$ cat src/rtl/wb_pkg.sv
// Shared widths and the write-request record for the register-file writeback path.
package wb_pkg;

  localparam int XLEN       = 32;
  localparam int NUM_REGS   = 32;
  localparam int REG_ADDR_W = $clog2(NUM_REGS);

  typedef struct packed {
    logic [REG_ADDR_W-1:0] rd;
    logic [XLEN-1:0]       data;
  } wb_req_t;

  // A register is busy while a load to it is outstanding, sitting in the skid,
  // or presented on the regfile port but not yet written.
  function automatic logic reg_busy(
    input logic [REG_ADDR_W-1:0] q,
    input logic [NUM_REGS-1:0]   pend,
    input logic [REG_ADDR_W-1:0] rd_addr,
    input logic                  skid_full,
    input logic [REG_ADDR_W-1:0] skid_rd
  );
    return (q != '0) && (pend[q] || (rd_addr == q) || (skid_full && (skid_rd == q)));
  endfunction

endpackage

$ cat src/rtl/wb_skid_entry.sv
// Single-entry holding register for a load that lost arbitration to an ALU result.
// Push and pop together while full is never requested by the top.
module wb_skid_entry
  import wb_pkg::*;
(
  input  logic    i_clk,
  input  logic    i_rst,
  input  logic    push,
  input  logic    pop,
  input  wb_req_t d,
  output logic    full,
  output wb_req_t q
);

  always_ff @(posedge i_clk) begin
    if (i_rst) begin
      full <= 1'b0;
      q    <= '0;
    end else if (push) begin
      full <= 1'b1;
      q    <= d;
    end else if (pop) begin
      full <= 1'b0;
    end
  end

endmodule

$ cat src/rtl/writeback_unit.sv
// Arbitrates ALU and load results onto the regfile write port (ALU > skid > new load),
// one registered stage to o_rd_*; tracks in-flight loads per register for issue stalls.
module writeback_unit
  import wb_pkg::*;
(
  input  logic                  i_clk,
  input  logic                  i_rst,
  input  logic                  i_alu_valid,
  input  logic [REG_ADDR_W-1:0] i_alu_rd,
  input  logic [XLEN-1:0]       i_alu_data,
  input  logic                  i_ld_valid,
  output logic                  o_ld_ready,
  input  logic [REG_ADDR_W-1:0] i_ld_rd,
  input  logic [XLEN-1:0]       i_ld_data,
  input  logic                  i_iss_ld,
  input  logic [REG_ADDR_W-1:0] i_iss_rd,
  input  logic [REG_ADDR_W-1:0] i_q_rs1,
  input  logic [REG_ADDR_W-1:0] i_q_rs2,
  output logic                  o_rs1_busy,
  output logic                  o_rs2_busy,
  output logic [REG_ADDR_W-1:0] o_rd_addr,
  output logic [XLEN-1:0]       o_rd_data
);

  logic                skid_push;
  logic                skid_pop;
  logic                skid_full;
  wb_req_t             skid_q;
  wb_req_t             ld_req;
  wb_req_t             sel_req;
  logic                sel_vld;
  logic                sel_is_ld;
  logic                alu_live;
  logic                ld_live;
  logic [NUM_REGS-1:0] pend;
  logic [NUM_REGS-1:0] pend_nxt;

  // Ready depends only on registered state so upstream never sees a comb loop.
  assign o_ld_ready = !i_rst && !skid_full;

  assign ld_req.rd   = i_ld_rd;
  assign ld_req.data = i_ld_data;

  always_comb begin
    // rd=0 results complete their handshake but are dropped here.
    alu_live  = i_alu_valid && (i_alu_rd != '0);
    ld_live   = i_ld_valid && o_ld_ready && (i_ld_rd != '0);
    skid_push = 1'b0;
    skid_pop  = 1'b0;
    sel_vld   = 1'b0;
    sel_is_ld = 1'b0;
    sel_req   = '0;
    if (alu_live) begin
      sel_vld      = 1'b1;
      sel_req.rd   = i_alu_rd;
      sel_req.data = i_alu_data;
      skid_push    = ld_live;
    end else if (skid_full) begin
      sel_vld   = 1'b1;
      sel_is_ld = 1'b1;
      sel_req   = skid_q;
      skid_pop  = 1'b1;
    end else if (ld_live) begin
      sel_vld   = 1'b1;
      sel_is_ld = 1'b1;
      sel_req   = ld_req;
    end
  end

  always_comb begin
    pend_nxt = pend;
    if (sel_is_ld) pend_nxt[sel_req.rd] = 1'b0;
    // A re-issue in the commit cycle must keep the register busy.
    if (i_iss_ld && (i_iss_rd != '0)) pend_nxt[i_iss_rd] = 1'b1;
  end

  wb_skid_entry u_skid (
    .i_clk (i_clk),
    .i_rst (i_rst),
    .push  (skid_push),
    .pop   (skid_pop),
    .d     (ld_req),
    .full  (skid_full),
    .q     (skid_q)
  );

  always_ff @(posedge i_clk) begin
    if (i_rst) begin
      o_rd_addr <= '0;
      o_rd_data <= '0;
      pend      <= '0;
    end else begin
      pend <= pend_nxt;
      if (sel_vld) begin
        o_rd_addr <= sel_req.rd;
        o_rd_data <= sel_req.data;
      end else begin
        o_rd_addr <= '0;
      end
    end
  end

  assign o_rs1_busy = reg_busy(i_q_rs1, pend, o_rd_addr, skid_full, skid_q.rd);
  assign o_rs2_busy = reg_busy(i_q_rs2, pend, o_rd_addr, skid_full, skid_q.rd);

endmodule
$ cat config.mk
export PLATFORM = sky130hd
export DESIGN_NAME = writeback_unit
export DESIGN_NICKNAME = d
export VERILOG_FILES = /design/src/rtl/wb_pkg.sv /design/src/rtl/wb_skid_entry.sv /design/src/rtl/writeback_unit.sv
export SDC_FILE = /design/constraint.sdc
export NUM_CORES = 1
export LEC_CHECK = 0
export ABC_AREA = 0
export BUFFER_PORTS_ARGS = -buffer_cell sky130_fd_sc_hd__buf_4
export CAP_MARGIN = 20
export CORE_MARGIN = 2
export CORE_UTILIZATION = 36
export DETAILED_ROUTE_END_ITERATION = 12
export PLACE_DENSITY = 0.59
export REMOVE_ABC_BUFFERS = 1
export SYNTH_ARGS = -nofsm -noshare
export SYNTH_HDL_FRONTEND = slang
export SYNTH_SLANG_ARGS = --single-unit
$ cat constraint.sdc
create_clock -name i_clk -period 3 [get_ports i_clk]
set_clock_uncertainty 0.05 [all_clocks]
set_input_delay 0.6 -clock i_clk [delete_from_list [all_inputs] [get_ports i_clk]]
set_output_delay 0.6 -clock i_clk [all_outputs]
set_load 0.05 [all_outputs]
After elaboration in Yosys (flattened, before gate mapping)
Index checks and enable logic that the tools add are counted.

Bitwise operators: 4. Order comparisons: 6. Reductions and logical operators: 24. Equality and inequality tests: 4. Multiplexer cells: 22.

Operators with widths (number): 2-to-1 mux 37 bit (3); 2-to-1 mux 32 bit (2); AND 32 bit (1); inverter 32 bit (1); OR 32 bit (1); nonzero test 5 bit (5); < comparator 5 x 6 -> 1 bit (second input constant) (4); equality test 5 bit (4); 2-to-1 mux 1 bit (13); logical AND 1 bit (11); binary-select mux 1 bit (select 5 bit) (2); demux 1 bit (select 5 bit) (2); >= comparator 5 x 1 -> 1 bit (second input constant) (2); logical OR 1 bit (4); logical NOT 1 bit (2); nonzero test 2 bit (1); OR reduction 2 bit (1); inverter 1 bit (1).

Output and inout port bits: 40. Bits in registers: 107. Bits of input ports: 94. Logic and storage cells: 66.

Depth between registers and ports, before layout
Gate-level depths: netlist (run 1).

Depth in word-level cells: 16. Gate-level depth with buffers: 7. Mapped depth without buffers: 5.

Hierarchy
Synthesis (run 1) repeated with hierarchy kept, for this count alone.

Cells, all modules: 586. Area, all modules: 5345.1 um^2.

By module, submodules not included: writeback_unit (cells each 463, seq. area each 1381.3 um^2, area an instance 3983.8 um^2, times used 1); wb_skid_entry (cells each 123, seq. area each 760.7 um^2, area an instance 1361.3 um^2, times used 1).

Worst setup path after synthesis (run 1)
OpenSTA, ideal clock, no wires.

Path kind: input to output. From: input port i_q_rs2[0]. To: output port o_rs2_busy. Path slack: 0.070 ns. Data required time: 2.350 ns. Arrival time: 2.280 ns. Stages on the path: 5. Path buffers: 1. Path through: buf_2 > mux4_2 > mux4_2 > o21ai_0 > a21oi_1.

Longest elaborated chain between the ends: 5. Elaborated cells between the ends (all ways): 9. Classes of those cells: eq/ne (2); mux (2); reduce/logical (5).

RTL lines: start: declaration (RTL line writeback_unit.sv:18) `input logic [REG_ADDR_W-1:0] i_q_rs2,`; binary-select mux 1 bit (select 5 bit) (RTL line wb_pkg.sv:22) `return (q != '0) && (pend[q] || (rd_addr == q) || (skid_full && (skid_rd == q)));`; 2-to-1 mux 1 bit (implied by the code) (RTL line wb_pkg.sv:22); logical OR 1 bit (2 in a row) (RTL line wb_pkg.sv:22); logical AND 1 bit (*) (RTL line wb_pkg.sv:22); end: declaration (RTL line writeback_unit.sv:20) `output logic o_rs2_busy,`.

Mark *: on every way between the ends. The rest lies on a longest branch, timed or not. The select of a mux whose other input is x is not followed.

Worst setup path in the final report (run 1)
Same ends and word-level chain as after synthesis.

==> metrics.cfg, run 1 <==
[global_routing]
overflow = 0
antenna_found_initial = 0
grt_max_degree = 53
grt_use_total = 0.200
grt_pass1_wl_microns = 26300
grt_pass1_vias = 5212

[clock_network]
cts_resized = 0
clk_latency_ps = 340
numCtsBuffers = 9
cts_sinks = 107
ctsHtreeMaxLevel = 3
clk_pin_slew_worst_paths_ps = 80
post-cts-setup-buffers = 0
cts_tree = done
cts-root-buf = clkbuf_16
clockBufferDepth = 2
cts_hold_buf = 0

[logic_synthesis]
synthCells = 688
yosysTopAreaCell = dfxtp_1
ys_seq_area_frac = 0.385
async_flop_share = 0
synth_area_sq_mm = 0.00557
synth_edf_count = 0
ys_warn_count = 0
synth_seq_cells = 107
synth_cell_type_count = 46
syn_area_per_cell_sq_um = 8.09
netlist.area_leader.share = 0.385
synthTopCellsByArea = dfxtp_1 38%, nand2_1 11%, a21oi_1 8.2%, mux4_2 6.1%, mux2i_1 5.9%
synth_ff_type = dfxtp_1

[drt]
vias_per_cell = 5.45
drt-initial-drc-count = 321
vias = 5394
final_antenna_net_count = 0
drtPass1Iterations = 4
drc = 0
wire_per_inst_microns = 16.5
routed_wl_microns = 16400

[power_and_ir_drop]
power_w = 0.00364
internal_power_w = 0.00261
power.density_mw_per_mm2 = 512
max-vdd-ir-drop_v = 0.000306
p_sw_frac = 0.283
p_seq_frac = 0.419
power_frac_comb = 0.199
leakagePower_nw = 2.67
power.switching_w = 0.00103
clockPowerShare = 0.381

[critical_path]
path_class = input port to primary output
path_cells = buf_4 > mux4_2 > mux4_2 > o21ai_0 > a21oi_1 > buf_4
r2r_slack_ps = 960
crit_cells = 6
crit_fanout = 7
cp-end-kind = primary output
slowest_stage = mux4_2
setup.worst_path.start_class = input port
timing.critical_path.buf_inv = 2
r2r_cells = 5
worstPathRequired_ps = 2350
arrival_ps = 2190
worst_path_largest_cell_delay_ps = 510
critPathTopFamily = multiplexers

[job]
maxCapViolCount = 0

[floorplanning]
dieArea_sq_mm = 0.0165
chipWidth_microns = 128
coreArea_sq_mm = 0.0151
die_h_microns = 128
row_count = 45
initial_utilization = 0.367
ios = 134

[timing]
max_slew.worst_pin.slew_ps = 736
period_needed_ps = 2840
fmax_mhz = 352
fin_ws_ps = 156
drv_slew = 0
fin_tns_setup_ps = 0
fin_crit_sh = 0.948
rsz0062_at_grt = false
setup-violations-final = 0
finalHoldViolCount = 0
slew_headroom = 0.507

[place]
io_buffers = 133
hpwl_microns = 12100
place_congestion = 0.861
pre_cts_slack_ps = 159

[hold_path]
min_path_cells = 2
hold_class = flop to flop

[layout]
diodes = 0
drive_gt1_frac = 0.233
finalNetCount = 891
area_growth_pct = 27.6
fillCellCount = 1460

[run_status]
status = complete, no violations

power by group through the flow:
| stage | Sequential [W] | Clock (W) | Combinational [W] |
|---|---|---|---|
| after detailed placement | 0.00156 | 0 | 0.000721 |
| after global routing | 0.00153 | 0.00148 | 0.000784 |
| after floorplan | 0.00170 | 0 | 0.000261 |
| after CTS | 0.00153 | 0.00142 | 0.000722 |
| after global placement | 0.00156 | 0 | 0.000710 |
| final | 0.00153 | 0.00139 | 0.000725 |
flip-flops by register name, summed over array words and instances, names as in the netlist:
register     flops
pend            32
o_rd_addr        5
u_skid.full      1
o_rd_data       32
u_skid.q        37
layout make-up:
class                   count  area, sq um  share of cell area
flip-flops and latches    107         2140               0.302
multi-input cells         530         3230               0.454
clock inverters             5          108              0.0152
well taps                 188          235              0.0331
inverters                   1         3.75            0.000529
clock buffers              11          243              0.0342
repair buffers            148         1140               0.161
cells in the final DEF, fill, tap and decap left out, drive strengths merged, types with 5 or more instances in the layout:
master | netlist | final
nand2b | 8 | 8
nand2 | 165 | 165
nor2 | 18 | 18
o21ai | 54 | 54
o211ai | 33 | 33
a31oi | 6 | 6
dfxtp | 107 | 107
mux2i | 33 | 33
xor2 | 12 | 12
xnor2 | 8 | 8
nand3 | 8 | 8
buf | 15 | 148
nand4 | 9 | 9
nor3 | 8 | 8
mux2 | 5 | 5
clkbuf | 35 | 11
a21oi | 91 | 91
nor2b | 21 | 21
mux4 | 15 | 15
logic make-up after synthesis:
logic type      count (synthesis)  synth area share
simple gates                  253             0.201
compound gates                204             0.216
xor+xnor                       20            0.0315
buf+inv                        51            0.0369
flops                         107             0.385
mux                            53             0.130
per-layer routing:
metal  routed length [microns]  share of wire  global-route usage
met3                      1160          0.071              0.0462
met2                      7420           0.45               0.304
met4                       199          0.012              0.0860
met1                      7590           0.46               0.272
met5                         0              0                   0
per-stage QoR:
step,cells,instance area (sq um),hold WS (ps),util
3_3_place_gp,973,6720,391,0.444
4_1_cts,989,7070,406,0.467
2_1_floorplan,638,5360,380,-
5_1_grt,990,7100,428,0.469
3_5_place_dp,973,6720,396,0.444
6_report,990,7100,405,0.469
worst register-to-register path, stage by stage, from the launching register on:
cell and delay (ps):
dfxtp_2 500, mux2_2 430, a31oi_1 320, nand4_1 290
o21ai_1 250, o21ai_1 80
cells in the mapped netlist, types with 11 or more instances:
cell,count
nor2_1,18
nand2_1,165
o21ai_0,15
mux2i_1,33
o211ai_1,33
xor2_1,12
nor2b_1,21
clkbuf_1,35
o21ai_1,39
buf_2,11
dfxtp_1,107
mux4_2,15
a21oi_1,91
path summary, 6_finish.rpt:
path | from | to
worst min register to register | o_rd_data[26] | o_rd_data[26]
worst max register to register | u_skid.full | pend[13]
worst max-delay path | i_q_rs2[0] | o_rs2_busy
worst min-delay path | o_rd_data[26] | o_rd_data[26]
Note: power is estimated with default switching activity, not from simulation.
==> run 2, diff against run 1 <==
- CELL_PAD_IN_SITES_DETAIL_PLACEMENT: not set -> 1
- CELL_PAD_IN_SITES_GLOBAL_PLACEMENT: not set -> 1
- PLACE_DENSITY: 0.59 -> 0.76
==> run 2 against run 1 <==
Compared with the run above: die area unchanged; hold slack better by 1.5 ps; largest cell class unchanged; clock-buffer cell count up 1; critical path depth unchanged; critical path type unchanged; global-route usage up 3.2 points.
==> metrics.cfg, run 2 (same netlist as run 1, synthesis figures left out) <==
[layout]
diodes = 0  ; unchanged
fillCellCount = 1788  ; +22%
multi_input_area_sq_mm = 0.00323  ; unchanged
drive_gt1_frac = 0.231  ; -0.00249
layout_commonest_cell = nand2_1
final_cell_mix = 165 x nand2_1, 148 x buf_4, 106 x dfxtp_1
largestRegisters = u_skid.q x37, o_rd_data x32, pend x32
finalNetCount = 891  ; unchanged
largest_register_ffs = 37  ; unchanged
utilization = 0.461  ; -0.00793
largest_register = u_skid.q
area_growth_pct = 25.4
register_area_sq_mm = 0.00214  ; unchanged

[timing]
fin_tns_setup_ps = 0  ; unchanged
fin_crit_sh = 0.950  ; +0.00159
fin_ws_ps = 151  ; -4.76 ps
slew_headroom = 0.378  ; -0.129
drv_slew = 0  ; unchanged
rsz0062_at_grt = false
fmax_mhz = 351  ; -0.17%
period_needed_ps = 2850  ; +4.76 ps
finalHoldViolCount = 0  ; unchanged
max_slew.worst_pin.slew_ps = 933  ; +197 ps
setup-violations-final = 0  ; unchanged

[floorplanning]
die_h_microns = 128  ; unchanged
dieArea_sq_mm = 0.0165  ; unchanged
coreArea_sq_mm = 0.0151  ; unchanged
row_count = 45  ; unchanged
ios = 134  ; unchanged
chipWidth_microns = 128  ; unchanged
initial_utilization = 0.367  ; unchanged

[critical_path]
timing.critical_path.buf_inv = 2  ; unchanged
path_cells = buf_4 > mux4_2 > mux4_2 > o21ai_0 > a21oi_1 > buf_4
arrival_ps = 2200  ; about the same
worst_path_largest_cell_delay_ps = 520  ; about the same
slowest_stage = mux4_2
cp-end-kind = primary output
crit_cells = 6  ; unchanged
crit_fanout = 7  ; unchanged
setup.worst_path.start_class = input port
critPathTopFamily = multiplexers
worstPathRequired_ps = 2350  ; about the same
path_class = input port to primary output
r2r_cells = 5  ; unchanged

[power_and_ir_drop]
max-vdd-ir-drop_v = 0.000231  ; -25%
leakagePower_nw = 2.62  ; -2.1%
power_w = 0.00337  ; -7.3%
power.density_mw_per_mm2 = 483  ; -5.7%

[place]
hpwl_microns = 13700  ; +13%
place_congestion = 0.887  ; +3.0%
pre_cts_slack_ps = 152  ; -7.02 ps
io_buffers = 133  ; unchanged

[global_routing]
grt_pass1_wl_microns = 30200  ; +15%
grt_max_degree = 88  ; +66%
grt_use_total = 0.231  ; +0.0317
grt_pass1_vias = 5952  ; +14%
antenna_found_initial = 0  ; unchanged
overflow = 0  ; unchanged

[drt]
wl_met2_microns = 8830  ; +19%
top_layer_used = met4
drtPass1Iterations = 6  ; +2
wl_met3_microns = 1200  ; +2.9%
vias_per_cell = 5.57  ; +2.2%
routed_wl_microns = 18500  ; +13%
drc = 0  ; unchanged
vias = 5512  ; +2.2%
wl_met1_microns = 8230  ; +8.4%
drt-initial-drc-count = 244  ; -24%
wire_per_inst_microns = 18.7  ; +13%
final_antenna_net_count = 0  ; unchanged

[clock_network]
ctsHtreeMaxLevel = 3  ; unchanged
post-cts-setup-buffers = 0  ; unchanged
cts-root-buf = clkbuf_16
clk_pin_slew_worst_paths_ps = 70  ; about the same
cts_hold_buf = 0  ; unchanged
clockBufferDepth = 2  ; unchanged
cts_sinks = 107  ; unchanged
cts_resized = 0  ; unchanged
clk_latency_ps = 360  ; +20 ps
cts_tree = done
numCtsBuffers = 9  ; unchanged

[job]
maxCapViolCount = 0  ; unchanged

[run_status]
status = complete, no violations

[hold_path]
min_path_cells = 2  ; unchanged
hold_class = flop to flop

[run 2: changes by cell type in the layout (fill, tap and decap cells not counted)]
cell and change:
bufinv_16 -3, buf_4 +2, clkbuf_1 +2, clkinv_2 +2, buf_12 -1, buf_16 -1, clkbuf_8 -1, clkinv_4 -1
clkinvlp_4 +1
[run 2: stage by stage]
step	instances	hold WS, ps	area, sq um
global placement	974	389	6720
floorplan	638	380	5360
CTS	990	411	6980
finish	990	406	6980
global route	990	429	6980
detailed placement	974	399	6720
[run 2: power by group]
part / internal [W] / total, W / switching (W)
logic: 0.000275 / 0.000728 / 0.000453
clock network: 0.000566 / 0.00112 / 0.000553
registers: 0.00148 / 0.00153 / 0.0000441
[run 2: area by class of cell]
class	count	share of cell area
timing repair buffer	148	0.159
sequential	107	0.307
tap	188	0.0337
multi-input combinational	530	0.462
clock buffer	12	0.0339
inverter	1	0.000538
clock inverter	4	0.00376
[run 2: worst paths after layout]
| path | from | to | slack (ps) |
|---|---|---|---|
| worst max-delay path | i_q_rs2[0] | o_rs2_busy | 150 |
| worst min-delay path | o_rd_data[4] | o_rd_data[4] | 410 |
| worst max register to register | u_skid.full | pend[2] | 850 |
| worst min register to register | o_rd_data[4] | o_rd_data[4] | 410 |
[run 2: metal layers]
| metal | GRT usage | up-vias |
|---|---|---|
| li1 | - | 2660 |
| met1 | 0.292 | 2689 |
| met2 | 0.385 | 138 |
| met3 | 0.0644 | 25 |
| met4 | 0.0705 | 0 |
| met5 | 0 | - |
[run 2: worst reg2reg max path: stages (launching register included)]
cell,delay (ps)
dfxtp_2,520
inv_1,150
a31oi_1,420
a31oi_1,410
o21ai_0,360
a21oi_1,110
